$ cat config.mk
export PLATFORM = sky130hd
export DESIGN_NAME = sram_arbiter
export DESIGN_NICKNAME = d
export VERILOG_FILES = /design/src/rtl/sram_arbiter.sv
export SDC_FILE = /design/constraint.sdc
export NUM_CORES = 1
export LEC_CHECK = 0
export ABC_CLOCK_PERIOD_IN_PS = 2700
export CORE_UTILIZATION = 28
export CTS_BUF_LIST = sky130_fd_sc_hd__clkbuf_8
export CTS_CLUSTER_DIAMETER = 50
export DETAILED_ROUTE_END_ITERATION = 16
export PLACE_DENSITY = 0.83
export SKIP_LAST_GASP = 1
export SLEW_MARGIN = 30
export SYNTH_ARGS = -nofsm -noshare
export SYNTH_HDL_FRONTEND = slang
export SYNTH_SLANG_ARGS = --single-unit
$ cat constraint.sdc
create_clock -name clk -period 2.7 [get_ports clk]
set_input_delay 0.54 -clock clk [delete_from_list [all_inputs] [get_ports clk]]
set_output_delay 0.54 -clock clk [all_outputs]
set_load 0.02 [all_outputs]
$ cat src/rtl/sram_arbiter.sv
// Two-port fixed-priority arbiter in front of sram_ctrl. Port 0 normally wins, but
// after MAX_STREAK consecutive wins over a waiting port 1, port 1 gets the next slot.
module sram_arbiter #(
   parameter int AW         = 18,
   parameter int DW         = 16,
   parameter int MAX_STREAK = 4
) (
   input  logic            clk,
   input  logic            reset,
   input  logic            p0_read,
   input  logic            p0_write,
   input  logic [AW-1:0]   p0_address,
   input  logic [DW-1:0]   p0_wdata,
   input  logic [DW/8-1:0] p0_strobe,
   output logic            p0_ready,
   output logic            p0_rvalid,
   output logic [DW-1:0]   p0_rdata,
   input  logic            p1_read,
   input  logic            p1_write,
   input  logic [AW-1:0]   p1_address,
   input  logic [DW-1:0]   p1_wdata,
   input  logic [DW/8-1:0] p1_strobe,
   output logic            p1_ready,
   output logic            p1_rvalid,
   output logic [DW-1:0]   p1_rdata,
   output logic            m_read,
   output logic            m_write,
   output logic [AW-1:0]   m_address,
   output logic [DW-1:0]   m_wdata,
   output logic [DW/8-1:0] m_strobe,
   input  logic [DW-1:0]   m_rdata
);

   localparam int SW = $clog2(MAX_STREAK + 1);

   logic          req0, req1, gnt0, gnt1, at_limit, rd_acc;
   logic [SW-1:0] streak_q, streak_d;
   logic [2:1]    vld_q, port_q;
   logic [DW-1:0] rdata_q;

   assign req0     = p0_read | p0_write;
   assign req1     = p1_read | p1_write;
   assign at_limit = (streak_q == SW'(MAX_STREAK));
   assign gnt0     = ~reset & req0 & (~req1 | ~at_limit);
   assign gnt1     = ~reset & req1 & (~req0 | at_limit);

   assign p0_ready = gnt0;
   assign p1_ready = gnt1;

   // write wins when read and write are both asserted
   assign rd_acc    = (gnt0 & p0_read & ~p0_write) | (gnt1 & p1_read & ~p1_write);
   assign m_read    = rd_acc;
   assign m_write   = (gnt0 & p0_write) | (gnt1 & p1_write);
   assign m_address = gnt1 ? p1_address : p0_address;
   assign m_wdata   = gnt1 ? p1_wdata   : p0_wdata;
   assign m_strobe  = gnt1 ? p1_strobe  : p0_strobe;

   always_comb begin
      streak_d = streak_q;
      if (!req1 || gnt1)
         streak_d = '0;
      else if (gnt0 && !at_limit)
         streak_d = streak_q + SW'(1);
   end

   always_ff @(posedge clk) begin
      if (reset) begin
         streak_q <= '0;
         vld_q    <= '0;
         port_q   <= '0;
         rdata_q  <= '0;
      end else begin
         streak_q <= streak_d;
         vld_q    <= {vld_q[1], rd_acc};
         port_q   <= {port_q[1], gnt1};
         // sram_ctrl presents read data one cycle after accept
         if (vld_q[1])
            rdata_q <= m_rdata;
      end
   end

   // gating with reset also suppresses responses that would land in a reset cycle
   assign p0_rvalid = vld_q[2] & ~port_q[2] & ~reset;
   assign p1_rvalid = vld_q[2] &  port_q[2] & ~reset;
   assign p0_rdata  = rdata_q;
   assign p1_rdata  = rdata_q;

endmodule

== After elaboration in Yosys (flattened, before gate mapping) ==
Cells that the tools add are included.
W data, S select, Z words.
Operators by class
  $add $sub $neg: 1
  equality and inequality tests: 1
  mux-type cells: 3
  bitwise logic cells: 27
  reductions and logical operators: 5
Operators with widths (number)
  $mux W18: 1
  $mux W16: 1
  $and A1 B1 Y1: 14
  $not A1 Y1: 7
  $or A1 B1 Y1: 6
  $add A3 B1 Y3 const B: 1
  $eq A3 B3 Y1 const B: 1
  $logic_not A1 Y1: 2
  $mux W2: 1
  $reduce_or A2 Y1: 1
  $logic_and A1 B1 Y1: 1
  $logic_or A1 B1 Y1: 1
Storage, ports and cells
  register bits after elaboration: 23
  bits of input ports: 94
  output and inout port bits: 74

== Depth between registers and ports, before layout ==
  depth in word-level cells: 7
  gate-level depth with buffers: 6
  gate-level depth less buffers: 5

== Worst setup path before layout ==
Ideal clock, no wire load.
  path type: in2out
  start point: input port reset
  end point: output port m_address[16]
  data arrival time: 1.755 ns
  data required time: 2.160 ns
  slack: 0.405 ns
  stages on the path: 4
  path buffers: 2
  cells stage by stage: clkbuf_1 > nor3_4 > buf_6 > mux2_2
Between the ends
  word-level cells in the longest chain between the ends: 4
Ends and longest elaborated chain
  start: declaration: line 9  | input logic reset,
  $not A1 Y1: line 45  | assign gnt1 = ~reset & req1 & (~req0 | at_limit);
  $and A1 B1 Y1 (2 in series): line 45
  via p1_ready: line 23  | output logic p1_ready,
  $mux W18: line 54  | assign m_address = gnt1 ? p1_address : p0_address;
  end: declaration: line 28  | output logic [AW-1:0] m_address,
The timed path passes the listed nets, and every way through them passes these cells.

== Worst setup path after layout ==
  start point: input port p0_read
  end point: output port m_address[17]
Between the ends
  word-level cells in the longest chain between the ends: 5
Ends and longest elaborated chain
  start: declaration: line 10  | input logic p0_read,
  $or A1 B1 Y1: line 41  | assign req0 = p0_read | p0_write;
  $not A1 Y1: line 45
  $or A1 B1 Y1: line 45
  $and A1 B1 Y1: line 45
  $mux W18: line 54
Every way passes these cells.

==> flow_metrics.tcl <==
set metrics [dict create \
    synth_nets 242 \
    totalNegativeSetupSlack_ns 0 \
    hold_violations 0 \
    fin_crit_sh_pct 99.7 \
    clock_skew_ns 0.00357 \
    vias 1662 \
    grt_overflow_total 0 \
    ys.flop_type "dfxtp_1" \
    die_w_um 74.4 \
    hold_ws_ns 0.455 \
    combPwrFrac_pct 43.3 \
    design.die.area_um2 5540 \
    start_util_pct 30.1 \
    hold_path_class "register to register" \
    cts.path.max_buffers 2 \
    worstPathBufferInverterCount 5 \
    maxCapViolCount 0 \
    syn_to_final_growth_pct 122 \
    drcViolationCount 0 \
    final_layout_size_suffix_gt1_share_pct 28.8 \
    synth-seq-cells 23 \
    slowest_delay_ns 0.33 \
    cts.sink_count 23 \
    worst_setup_path_end_kind "primary output" \
    clk_pin_slew_ns 0.08 \
    cp-start-kind "primary input" \
    crit_path_max_fanout 9 \
    syn_area_per_cell_um2 10.1 \
    core_region_area_um2 4880 \
    grt_pass1_wl_um 7300 \
    drv_slew 0 \
    relSlewSlack_pct 37.3 \
    cpMostUsedCell "buf_6" \
    ant_nets 0 \
    power.switching_uw 289 \
    n_antenna_cell 0 \
    rsz0062_at_grt "yes" \
    cts-root-buf "clkbuf_8" \
    p_seq_share_pct 36.2 \
    port_buffers 167 \
    wl_per_cell_um 14.1 \
    critPathSlowestCell "mux2_2" \
    status "finished, final reports clean" \
    insertion_delay_ns 0.26 \
    power.internal_uw 727 \
    layout.nets 403 \
    required_ns 2.16 \
    cp.arrival_ns 2.15 \
    viasPerCell 4.46 \
    cts_tree "yes" \
    p_sw_share_pct 28.5 \
    first_pass_iters 3 \
    die_y_um 74.4 \
    cpLargestDelayFamily "buffers and inverters" \
    antenna_found_initial 0 \
    grt_use_total_pct 17.3 \
    yosys_warnings 0 \
    drt-initial-drc-count 38 \
    syn-instance-count 146 \
    routabilityCongestion 0.764 \
    worst_pin_slew_ns 0.940 \
    synthDistinctLibCells 26 \
    totalWireLength_um 5270 \
    grt_pass1_vias 1661 \
    fin_util_pct 66.8 \
    netlist_area_um2 1470 \
    h-tree-depth 1 \
    cp_cell_sequence "dlygate4sd2_1 > a2bb2oi_4 > nor3_4 > buf_6 > bufbuf_16 > buf_4 > mux2_2 > buf_6" \
    ctsHoldBuffers 0 \
    synth_edf_count 0 \
    fmax_mhz 372 \
    ys_seq_area_share_pct 31.3 \
    numCtsBuffers 3 \
    postSynth.asyncResetShare_pct 0 \
    clockPowerShare_pct 20.4 \
    hpwl_um 4310 \
    critical_path_class "primary input to primary output" \
    setup_viol 0 \
    rows 25 \
    grt_max_degree 26 \
    min_period_ns 2.69 \
    vdd_drop_max_mv 0.193 \
    powerDensity_nw_per_um2 312 \
    leakage_nw 1.29 \
    io_pins 168 \
]
## worst paths after layout
check / from / to / slack, ns / cells past startpoint
hold / removal: streak_q[0]$_SDFFE_PP0P_ / streak_q[0]$_SDFFE_PP0P_ / 0.46 / 1
hold reg to reg: streak_q[0]$_SDFFE_PP0P_ / streak_q[0]$_SDFFE_PP0P_ / 0.46 / 1
setup reg to reg: vld_q[1]$_SDFF_PP0_ / p0_rdata[0]$_SDFFE_PP0P_ / 1.31 / 2
setup / recovery: p0_read / m_address[17] / 0.009 / 8
## repair_timing
item / CTS / global route
cloned: 2 / 0
endpoints found under the setup margin: 40 / 22
pin swaps: 1 / 1
buffers inserted: 3 / 0
resized for setup: 122 / 7
## flip-flops by register name, indices dropped and copies added (netlist names)
register	flops
streak_q	3
vld_q	2
p0_rdata	16
port_q	2
## cell type report
type / count / area, um2
Multi-Input combinational cell: 95 / 835
Sequential cell: 23 / 460
Tap cell: 67 / 83.8
Inverter: 4 / 15.0
Fill cell: 389 / 1620
Timing Repair Buffer: 180 / 1820
Clock buffer: 3 / 41.3
Clock inverter: 1 / 5.00
## power by group through the flow
stage / Combinational [mW] / Sequential, mW / Clock [mW]
floorplan: 0.180 / 0.381 / 0
global placement: 0.441 / 0.376 / 0
detailed placement: 0.446 / 0.377 / 0
CTS: 0.440 / 0.369 / 0.216
global route: 0.466 / 0.370 / 0.228
finish: 0.440 / 0.368 / 0.208
## cell usage after synthesis, drive strengths merged (2+ instances only)
cell type	number	area share (%)
mux2	36	28
dfxtp	23	31
buf	22	11
nor2	22	5.6
mux2i	16	11
inv	4	1.0
nor2b	3	1.3
nor3	3	1.8
a211oi	2	1.0
clkbuf	2	0.51
ha	2	1.7
nand3	2	0.68
## stage by stage
step                      instance area, um2  worst slack, ns  total power [mW]  cells
after floorplan                         1470            0.405             0.562    146
after global placement                  3120           -0.389             0.816    364
after detailed placement                3120           -0.397             0.823    364
after CTS                               3240          0.00247              1.03    373
after global routing                    3260          -0.0433              1.06    373
final                                   3260          0.00894              1.02    373
## routing by layer
metal	up-vias	track usage, %	wire length [um]
li1	807	-	-
met1	774	18.5	1880
met5	-	0	0
met3	2	4.34	382
met2	79	33.6	2990
met4	0	3.98	15
## cells in the final DEF (no fill, tap or decap), types with 3 or more instances in the layout
master | Yosys | final
buf_2 | 2 | 8
inv_1 | 4 | 4
dfxtp_1 | 23 | 23
clkdlybuf4s50_1 | 0 | 124
nor2_1 | 22 | 21
nor2b_1 | 3 | 3
dlygate4sd2_1 | 0 | 4
mux2_2 | 35 | 35
clkdlybuf4s15_2 | 0 | 22
buf_6 | 3 | 3
mux2i_1 | 16 | 16
clkbuf_8 | 0 | 3
clkdlybuf4s15_1 | 0 | 5
buf_4 | 16 | 8
## cells by family after synthesis
| group | after synthesis | synth area share [%] |
|---|---|---|
| xor gates and xnor gates | 1 | 0.596 |
| buffers and inverters | 28 | 12.9 |
| adders and majority gates | 2 | 1.70 |
| muxes | 52 | 38.5 |
| DFF | 23 | 31.3 |
| and+or+nand+nor | 33 | 10.6 |
| AOI/OAI and AO/OA | 7 | 4.34 |
Note: power is estimated with default switching activity, not from simulation.
